==> src/rtl/pipe_stage_reg_pkg.sv <==
// Shared definitions for the inter-stage pipeline registers: stage widths,
// the bubble control value and the per-stage control field layout.
`timescale 1ns/1ps
package pipe_pkg;

    localparam int STAGE_CTRL_W = 16;
    localparam int STAGE_DATA_W = 128;
    localparam int STAGE_PC_W   = 32;

    // A bubble leaves every write enable and side-effecting select off.
    localparam logic [STAGE_CTRL_W-1:0] BUBBLE_CTRL_DEFAULT = '0;

    typedef struct packed {
        logic       reg_we;
        logic       mem_we;
        logic       mem_re;
        logic [1:0] alu_src;
        logic [3:0] alu_op;
        logic [1:0] wb_sel;
        logic [1:0] pc_sel;
        logic [2:0] rsvd;
    } stage_ctrl_t;

    function automatic logic [1:0] occ_count(input logic main_v, input logic skid_v);
        return {1'b0, main_v} + {1'b0, skid_v};
    endfunction

endpackage

==> src/rtl/pipe_stage_reg_if.sv <==
// Beat channel between two pipeline stages: control, payload and exam pc.
`timescale 1ns/1ps
interface pipe_stage_reg_if
    import pipe_pkg::*;
#(
    parameter int CTRL_W = STAGE_CTRL_W,
    parameter int DATA_W = STAGE_DATA_W,
    parameter int PC_W   = STAGE_PC_W
);
    // Handshake: a beat moves on a posedge where valid && ready are both 1.
    // valid must never be derived from ready; ready may depend on valid.
    logic              valid;
    logic              ready;
    logic [CTRL_W-1:0] ctrl;
    logic [DATA_W-1:0] data;
    logic [PC_W-1:0]   pc;

    modport master (output valid, output ctrl, output data, output pc, input ready);
    modport slave  (input valid, input ctrl, input data, input pc, output ready);
endinterface

==> src/rtl/pipe_stage_slot.sv <==
// One held beat: valid flag plus ctrl/data/pc registers with load and clear.
// Clear empties the slot and returns ctrl/pc to bubble values; data is kept.
`timescale 1ns/1ps
module pipe_stage_slot
    import pipe_pkg::*;
#(
    parameter int                CTRL_W      = STAGE_CTRL_W,
    parameter int                DATA_W      = STAGE_DATA_W,
    parameter int                PC_W        = STAGE_PC_W,
    parameter logic [CTRL_W-1:0] BUBBLE_CTRL = BUBBLE_CTRL_DEFAULT
) (
    input  logic              clk,
    input  logic              rst,
    input  logic              load,
    input  logic              clear,
    input  logic [CTRL_W-1:0] d_ctrl,
    input  logic [DATA_W-1:0] d_data,
    input  logic [PC_W-1:0]   d_pc,
    output logic              valid,
    output logic [CTRL_W-1:0] ctrl,
    output logic [DATA_W-1:0] data,
    output logic [PC_W-1:0]   pc
);

    logic              valid_d, valid_q;
    logic [CTRL_W-1:0] ctrl_d,  ctrl_q;
    logic [DATA_W-1:0] data_d,  data_q;
    logic [PC_W-1:0]   pc_d,    pc_q;

    always_comb begin
        valid_d = valid_q;
        ctrl_d  = ctrl_q;
        data_d  = data_q;
        pc_d    = pc_q;
        if (clear) begin
            valid_d = 1'b0;
            ctrl_d  = BUBBLE_CTRL;
            pc_d    = '0;
        end else if (load) begin
            valid_d = 1'b1;
            ctrl_d  = d_ctrl;
            data_d  = d_data;
            pc_d    = d_pc;
        end
    end

    always_ff @(posedge clk) begin
        if (rst) begin
            valid_q <= 1'b0;
            ctrl_q  <= BUBBLE_CTRL;
            data_q  <= '0;
            pc_q    <= '0;
        end else begin
            valid_q <= valid_d;
            ctrl_q  <= ctrl_d;
            data_q  <= data_d;
            pc_q    <= pc_d;
        end
    end

    assign valid = valid_q;
    assign ctrl  = ctrl_q;
    assign data  = data_q;
    assign pc    = pc_q;

endmodule

==> src/rtl/pipe_stage_reg.sv <==
// Inter-stage pipeline register with valid/ready, stall and flush.
// Define PIPE_STAGE_SKID_EN for a second (skid) entry and a registered in_ready.
`timescale 1ns/1ps
module pipe_stage_reg
    import pipe_pkg::*;
#(
    parameter int                CTRL_W      = STAGE_CTRL_W,
    parameter int                DATA_W      = STAGE_DATA_W,
    parameter int                PC_W        = STAGE_PC_W,
    parameter logic [CTRL_W-1:0] BUBBLE_CTRL = BUBBLE_CTRL_DEFAULT
) (
    input  logic                    clk,
    input  logic                    RESET,
    input  logic                    flush,
    pipe_stage_reg_if.slave         up,
    pipe_stage_reg_if.master        dn,
    output logic [1:0]              dbg_occ
);

    logic              main_valid;
    logic [CTRL_W-1:0] main_ctrl;
    logic [DATA_W-1:0] main_data;
    logic [PC_W-1:0]   main_pc;
    logic              main_load, main_clear;
    logic [CTRL_W-1:0] main_d_ctrl;
    logic [DATA_W-1:0] main_d_data;
    logic [PC_W-1:0]   main_d_pc;
    logic              skid_valid;
    logic              xfer_in, xfer_out;

    assign xfer_in  = up.valid && up.ready;
    assign xfer_out = main_valid && dn.ready;

`ifdef PIPE_STAGE_SKID_EN
    logic              skid_load, skid_clear, main_sel_skid;
    logic [CTRL_W-1:0] skid_ctrl;
    logic [DATA_W-1:0] skid_data;
    logic [PC_W-1:0]   skid_pc;

    // Only the skid flop gates acceptance, so out_ready never reaches in_ready.
    assign up.ready = !skid_valid || flush;

    always_comb begin
        main_load     = 1'b0;
        main_clear    = 1'b0;
        main_sel_skid = 1'b0;
        skid_load     = 1'b0;
        skid_clear    = 1'b0;
        if (flush) begin
            main_clear = 1'b1;
            skid_clear = 1'b1;
        end else if (!main_valid || xfer_out) begin
            if (skid_valid) begin
                main_load     = 1'b1;
                main_sel_skid = 1'b1;
                skid_clear    = 1'b1;
            end else if (xfer_in) begin
                main_load = 1'b1;
            end else begin
                main_clear = 1'b1;
            end
        end else if (xfer_in) begin
            skid_load = 1'b1;
        end
    end

    assign main_d_ctrl = main_sel_skid ? skid_ctrl : up.ctrl;
    assign main_d_data = main_sel_skid ? skid_data : up.data;
    assign main_d_pc   = main_sel_skid ? skid_pc   : up.pc;

    pipe_stage_slot #(
        .CTRL_W      (CTRL_W),
        .DATA_W      (DATA_W),
        .PC_W        (PC_W),
        .BUBBLE_CTRL (BUBBLE_CTRL)
    ) u_skid (
        .clk    (clk),
        .rst    (RESET),
        .load   (skid_load),
        .clear  (skid_clear),
        .d_ctrl (up.ctrl),
        .d_data (up.data),
        .d_pc   (up.pc),
        .valid  (skid_valid),
        .ctrl   (skid_ctrl),
        .data   (skid_data),
        .pc     (skid_pc)
    );
`else
    assign skid_valid = 1'b0;
    assign up.ready   = !main_valid || dn.ready || flush;

    always_comb begin
        main_load  = !flush && xfer_in;
        main_clear = flush || (xfer_out && !xfer_in);
    end

    assign main_d_ctrl = up.ctrl;
    assign main_d_data = up.data;
    assign main_d_pc   = up.pc;
`endif

    pipe_stage_slot #(
        .CTRL_W      (CTRL_W),
        .DATA_W      (DATA_W),
        .PC_W        (PC_W),
        .BUBBLE_CTRL (BUBBLE_CTRL)
    ) u_main (
        .clk    (clk),
        .rst    (RESET),
        .load   (main_load),
        .clear  (main_clear),
        .d_ctrl (main_d_ctrl),
        .d_data (main_d_data),
        .d_pc   (main_d_pc),
        .valid  (main_valid),
        .ctrl   (main_ctrl),
        .data   (main_data),
        .pc     (main_pc)
    );

    assign dn.valid = main_valid;
    assign dn.ctrl  = main_ctrl;
    assign dn.data  = main_data;
    assign dn.pc    = main_pc;
    assign dbg_occ  = occ_count(main_valid, skid_valid);

endmodule

==> src/flat_wrapper.sv <==
// flat-port wrapper written by rule: the top's interface ports become plain ports
module pipe_stage_reg_flat import pipe_pkg::*;
#(
    parameter int                CTRL_W      = STAGE_CTRL_W,
    parameter int                DATA_W      = STAGE_DATA_W,
    parameter int                PC_W        = STAGE_PC_W,
    parameter logic [CTRL_W-1:0] BUBBLE_CTRL = BUBBLE_CTRL_DEFAULT
)
  (clk, RESET, flush, dbg_occ, up_valid, up_ctrl, up_data, up_pc, up_ready, dn_valid, dn_ctrl, dn_data, dn_pc, dn_ready);
  pipe_stage_reg_if #(.CTRL_W(CTRL_W), .DATA_W(DATA_W), .PC_W(PC_W)) up_i ();
  pipe_stage_reg_if #(.CTRL_W(CTRL_W), .DATA_W(DATA_W), .PC_W(PC_W)) dn_i ();
  input  logic clk;
  input  logic RESET;
  input  logic flush;
  output logic [1:0] dbg_occ;
  input wire logic [$bits(up_i.valid)-1:0] up_valid;
  input wire logic [$bits(up_i.ctrl)-1:0] up_ctrl;
  input wire logic [$bits(up_i.data)-1:0] up_data;
  input wire logic [$bits(up_i.pc)-1:0] up_pc;
  output wire logic [$bits(up_i.ready)-1:0] up_ready;
  output wire logic [$bits(dn_i.valid)-1:0] dn_valid;
  output wire logic [$bits(dn_i.ctrl)-1:0] dn_ctrl;
  output wire logic [$bits(dn_i.data)-1:0] dn_data;
  output wire logic [$bits(dn_i.pc)-1:0] dn_pc;
  input wire logic [$bits(dn_i.ready)-1:0] dn_ready;
  assign up_i.valid = up_valid;
  assign up_i.ctrl = up_ctrl;
  assign up_i.data = up_data;
  assign up_i.pc = up_pc;
  assign up_ready = up_i.ready;
  assign dn_valid = dn_i.valid;
  assign dn_ctrl = dn_i.ctrl;
  assign dn_data = dn_i.data;
  assign dn_pc = dn_i.pc;
  assign dn_i.ready = dn_ready;
  pipe_stage_reg #(.CTRL_W(CTRL_W), .DATA_W(DATA_W), .PC_W(PC_W), .BUBBLE_CTRL(BUBBLE_CTRL)) u_core (.clk(clk), .RESET(RESET), .flush(flush), .up(up_i), .dn(dn_i), .dbg_occ(dbg_occ));
endmodule
==> config.mk <==
export PLATFORM = sky130hd
export DESIGN_NAME = pipe_stage_reg_flat
export DESIGN_NICKNAME = d
export VERILOG_FILES = /design/src/rtl/pipe_stage_reg_pkg.sv /design/src/rtl/pipe_stage_reg_if.sv /design/src/rtl/pipe_stage_slot.sv /design/src/rtl/pipe_stage_reg.sv /design/src/flat_wrapper.sv
export SDC_FILE = /design/constraint.sdc
export NUM_CORES = 1
export LEC_CHECK = 0
export BUFFER_PORTS_ARGS = -buffer_cell sky130_fd_sc_hd__buf_2
export CAP_MARGIN = 20
export CORE_AREA = 2 2 140 142
export CTS_BUF_LIST = sky130_fd_sc_hd__clkbuf_8
export DETAILED_ROUTE_END_ITERATION = 6
export DIE_AREA = 0 0 142 144
export PLACE_DENSITY = 0.72
export SYNTH_ARGS = -nofsm -noshare
export SYNTH_HDL_FRONTEND = slang
export SYNTH_SLANG_ARGS = --single-unit
==> constraint.sdc <==
create_clock -name clk -period 1.7 [get_ports clk]
set_input_delay 0.34 -clock clk [delete_from_list [all_inputs] [get_ports clk]]
set_output_delay 0.34 -clock clk [all_outputs]
set_load 0.02 [all_outputs]
==> summary.md, run 1 <==
| Metric | Value |
|---|---|
| Crit start category | `flip-flop` |
| Most Crowded Layer GR | `met2` |
| Outcome | `complete, no violations` |
| Antenna violations before repair | `2` |
| Synth cell types | `15` |
| CTS Buf Count | `17` |
| Fillers | `1,865` |
| M2 GR Usage | `32.2%` |
| Finish-stage setup viols | `0` |
| Mean area per synthesized cell | `around 8.3 um2` |
| CP Class | `reg -> out` |
| First-pass GRT wire length | `roughly 33 mm` |
| Layout cells sized above 1 | `between 30 and 40%` |
| Area grow syn2layout | `38.3%` |
| Critical path arrival | `1.28 ns` |
| Core area | `19,100 um2` |
| Cells after synthesis | `815` |
| Syn_nets | `996` |
| Worst Hold Class | `in -> reg` |
| Row count | `51` |
| Input/output buffers | `359` |
| CTS tree | `built` |
| IO Count | `between 300 and 400` |
| DRT Pass-1 Iters | `4` |
| Final worst-path cycle share | `95.2%` |
| MaxCap Viol Count | `0` |
| Antenna Violating Nets Remaining | `0` |
| Area of the multi-input gates | `2740 um2` |
| Synthesis warning total | `0` |
| WP data required | `1.36 ns` |
| R2R cell count | `5` |
| TritonCTS Sinks | `177` |
| Clock Root Buffer | `clkbuf_8` |
| Gr ovfl total | `0` |
| DP Wirelength | `approximately 15 mm` |
| Clock Skew | `approximately 0.01 ns` |
| Initial DRC count | `436` |
| Pins Over Slew Limit | `0` |
| Routed Wire Length | `22.0 mm` |
| Met3 usage | `7.32%` |
| Met1 usage | `24.8%` |
| Nets | `1,311` |
| Synth Register Bits | `177` |
| Die Height | `144 um` |
| Maximum clock frequency | `618 MHz` |
| Register Area | `3540 um2` |
| Total Negative Setup Slacks | `0 ns` |
| Power Density | `approximately 900 nW/um2` |
| Highest net fanout along the worst path | `6` |
| Clock transition at the registers of the reported paths | `0.10 ns` |
| Seq/Total Area, Yosys | `roughly 53%` |
| Placer Congestion | `0.802` |
| Clock H-tree levels | `4` |
| DR DRC count | `0` |
| Critical Path End Type | `output pin` |
| Starting Density | `35.3%` |
| VDD IR-drop max | `0.538 mV` |
| CTS Buffer Depth | `2` |
| Leak Pwr | `roughly 4.1 nW` |
| Layout Utilization | `approximately 49%` |
| Total track usage | `20.0%` |
| Hold Crit Depth | `3` |
| Vias in the first global route | `6,606` |
| Via Count | `7,251` |
| Die width | `142 um` |
| Die ar. | `a little over 20,000 um2` |
| Clk_lat worst skew | `0.45 ns` |
| Unrepaired setup endpoints after global routing | `false` |
| Final Hold Vio Count | `0` |
| DR WL/cell | `15.9 um` |
| Cell area after synthesis | `6730 um2` |
| Tmin final | `1.62 ns` |
| Vias per std cell | `5.25` |
| Pin count of the biggest net entering global routing | `96` |
| # hold bufs at CTS | `0` |
## cell usage in the layout, fill, tap and decap left out, drive strengths merged, types with 2 or more instances in the layout
cell / count
buf: 395
dfxtp: 177
o21ai: 177
nand3: 176
a21oi: 176
clkbuf: 18
inv: 5
clkinvlp: 4
nor2: 3
clkinv: 3
nand2b: 3
diode: 2
## timing repair
| item | in CTS | in global routing |
|---|---|---|
| setup buffers | 1 | 0 |
| endpoints found under the setup margin | 1 | 0 |
| resized for setup | 1 | 0 |
## worst max-delay path, stage by stage (launching register included)
cell and delay [ns]:
dfxtp_2 0.42, and2b_4 0.19, nand2b_1 0.07, buf_2 0.16
## synthesized netlist by cell type (all sizes together)
cell	number	share of area (%)
nand2	1	0.056
nor2b	1	0.093
a21oi	176	13
nand2b	3	0.28
nor2	3	0.17
nand3	176	13
clkbuf	47	2.9
buf	52	4.3
o21ai	177	13
dfxtp	177	53
conb	1	0.056
and2b	1	0.13
## final cells by class
cell class	count	share of cell area, %
flip-flops and latches	177	38.1
clock inverters	13	1.40
repair buffers	395	25.2
diodes	2	0.0538
clock buffers	18	2.66
well taps	238	3.20
multi-input cells	539	29.4
## per-layer routing
metal	up-vias	wire length, um
met5	-	0
met2	303	10400
met3	39	1930
li1	3529	-
met4	0	530
met1	3380	9080
## final timing paths
path / start / slack, ns / endpoint
min: up_data[105] / 0.13 / u_core.u_main.data[105]
max: u_core.u_main.valid / 0.08 / up_ready
max reg2reg: u_core.u_main.valid / 0.18 / u_core.u_main.data[80]
min reg2reg: u_core.u_main.data[117] / 0.47 / u_core.u_main.data[117]
## state kept, by name, indices dropped and copies added (netlist names)
register	count
u_core.u_main.pc	32
u_core.u_main.valid	1
u_core.u_main.data	128
u_core.u_main.ctrl	16
## per-stage QoR
step / hold slack (ns) / cells / total power [W] / worst slack, ns / cell area (um2)
after floorplan: 0.488 / 815 / 0.00512 / 0.140 / 6730
after global placement: 0.457 / 1348 / 0.00565 / 0.235 / 8910
after detailed placement: 0.463 / 1348 / 0.00567 / 0.183 / 8910
after CTS: 0.0869 / 1380 / 0.00851 / 0.0285 / 9300
after global routing: 0.0859 / 1381 / 0.00880 / 0.00516 / 9300
final: 0.125 / 1382 / 0.00839 / 0.0820 / 9310
## cell families (layout without fill, tap and decap cells)
logic type / count (synthesis) / after routing / share of synthesized area [%]
flip-flops: 177 / 177 / 52.7
buffers and inverters: 99 / 426 / 7.20
AND/OR/NAND/NOR: 185 / 185 / 13.8
AO/OA/AOI/OAI: 353 / 353 / 26.3
other: 1 / 3 / 0.0557
## report_power, final
| group | internal, W | switching, W | total [W] | leakage (nW) |
|---|---|---|---|---|
| Clock | 0.00122 | 0.00160 | 0.00282 | 0.183 |
| Combinational | 0.000475 | 0.000716 | 0.00119 | 2.48 |
| Sequential | 0.00431 | 0.0000728 | 0.00438 | 1.44 |
| Total | 0.00600 | 0.00239 | 0.00839 | 4.11 |
(Power assumes the default switching activity.)
==> run 2: changes to the inputs <==
Settings changed: CORE_AREA 2 2 140 142 to 2 2 142 144, DIE_AREA 0 0 142 144 to 0 0 144 146, GPL_TIMING_DRIVEN set to 0, PLACE_DENSITY 0.72 to 0.7.
Clock period 1.7 ns to 2 ns, I/O delays scaled along.
==> summary.md, run 2 (same netlist as run 1, synthesis figures left out) <==
| Metric | Value |
|---|---|
| Tmin final | `between 1.5 and 2 ns` |
| Clk_lat worst skew | `0.45 ns` |
| DP Wirelength | `18.3 mm` |
| DR WL/cell | `16.8 um` |
| Starting Density | `34.8%` |
| Highest net fanout along the worst path | `19` |
| Total Power | `0.00718 W` |
| Clock H-tree levels | `4` |
| Leak Pwr | `4.11 nW` |
| Most frequent cells in the layout | `buf_2 (398), nand3_1 (176), a21oi_1 (176), dfxtp_1 (176), o21ai_0 (156)` |
| Total track usage | `22.4%` |
| Critical path arrival | `roughly 1.5 ns` |
| Critical Path End Type | `output pin` |
| Commonest non-fill, non-tap cell in the layout | `buf_2` |
| Area grow syn2layout | `37.5%` |
| CTS Buffer Depth | `2` |
| Die Height | `146 um` |
| Hold Startpoint | `up_data[125]` |
| Final worst-path cycle share | `93.4%` |
| DR DRC count | `0` |
| Die ar. | `21,000 um2` |
| WP data required | `1.60 ns` |
| Finish-stage setup viols | `0` |
| R2R setup slack | `0.41 ns` |
| Layout cells sized above 1 | `38.0%` |
| Antenna Violating Nets Remaining | `0` |
| Routed Wire Length | `24.7 mm` |
| Fin cells | `1,471` |
| Clock Skew | `0.00824 ns` |
| Hold Crit Depth | `3` |
| Total Negative Setup Slacks | `0 ns` |
| TritonCTS Sinks | `177` |
| Clock Root Buffer | `clkbuf_8` |
| Max FFs per register | `128` |
| Post-CTS Setup Bufs | `0` |
| Worst Hold Class | `in -> reg` |
| WHS Endpoint | `u_core.u_main.data[125]` |
| Pins Over Slew Limit | `0` |
| Pin count of the biggest net entering global routing | `20` |
| Vias in the first global route | `7,293` |
| Nets | `around 1,400` |
| Vias per std cell | `5.13` |
| Final Hold Vio Count | `0` |
| Gr ovfl total | `0` |
| VDD IR-drop max | `0.391 mV` |
| Placed inst area | `just under 9000 um2` |
| Crit start category | `flip-flop` |
| Outcome | `complete, no violations` |
| Clock transition at the registers of the reported paths | `approximately 0.10 ns` |
| DRT Pass-1 Iters | `5` |
| Worst slew margin | `48.1%` |
| IO Count | `between 300 and 400` |
| Placed Instances | `1,439` |
| CP Class | `reg -> out` |
| Maximum clock frequency | `535 MHz` |
| CTS tree | `built` |
| Antenna violations before repair | `4` |
| Core area | `roughly 19,000 um2` |
| Worst Max-Slew Pin Slew | `0.779 ns` |
| Power Density | `776 nW/um2` |
| R2R cell count | `6` |
| First-pass GRT wire length | `around 37 mm` |
| Die width | `about 140 um` |
| Unrepaired setup endpoints after global routing | `false` |
| Placer Congestion | `between 0.8 and 0.9` |
| CTS Buf Count | `17` |
| Initial DRC count | `336` |
| Row count | `51` |
| Input/output buffers | `359` |
| Via Count | `about 7,500` |
| MaxCap Viol Count | `0` |
| Final instance area | `9250 um2` |
| FF-to-FF End | `u_core.u_main.data[7]` |
| RR Startpoint | `u_core.u_main.valid` |
==> run 2: how the worst max path moves through the flow <==
stage / startpoint / endpoint / slack, ns / cells after the start
2_1_floorplan: u_core.u_main.valid / up_ready / 0.38 / 4
3_3_place_gp: dn_ready / up_ready / 0.03 / 6
3_5_place_dp: dn_ready / up_ready / 0.02 / 6
4_1_cts: u_core.u_main.valid / up_ready / 0.02 / 4
5_1_grt: u_core.u_main.valid / up_ready / 0.02 / 4
6_report: u_core.u_main.valid / up_ready / 0.13 / 4
==> run 2: critical path, cell delays in order, from the launching register on <==
cell      delay [ns]
dfxtp_4         0.41
and2b_4         0.22
buf_12          0.16
nand2b_1        0.07
buf_2           0.17
==> run 2: area by class of cell <==
cell class	instances	area [um2]
tap	265	332
clock buffer	18	248
timing repair buffer	359	1800
sequential	177	3550
multi-input combinational	539	2700
fill	1948	10100
buffer	98	494
antenna	2	5.00
clock inverter	13	129
==> run 2: report_power, final <==
part           internal (W)  leakage (nW)  switching [W]  total (W)
combinational      0.000381          2.48       0.000624    0.00101
clock               0.00104         0.186        0.00141    0.00245
sequential          0.00366          1.44      0.0000673    0.00373
total               0.00508          4.11        0.00210    0.00718
==> run 2: what timing repair did <==
action,4_1_cts,5_1_grt
hold endpoints to repair,0,0
gates resized for setup,4,3
cloned,0,0
hold buffers,0,0
setup endpoints to repair,1,1
==> run 2: stage by stage <==
stage	setup WS (ns)	hold slack, ns	utilization, %
floorplan	0.380	0.548	-
global placement	0.0307	0.457	45.8
detailed placement	0.0232	0.464	45.8
CTS	0.0207	0.149	47.8
global route	0.0175	0.138	47.8
finish	0.132	0.185	47.9
==> run 2: metal layers <==
layer  track usage (%)  up-vias  part of all wire [%]
li1                  -     3667                     -
met1              25.6     3513                    40
met2              38.3      322                    48
met3              8.72       37                   9.8
met4              7.06        4                   2.0
met5                 0        -                  0.11
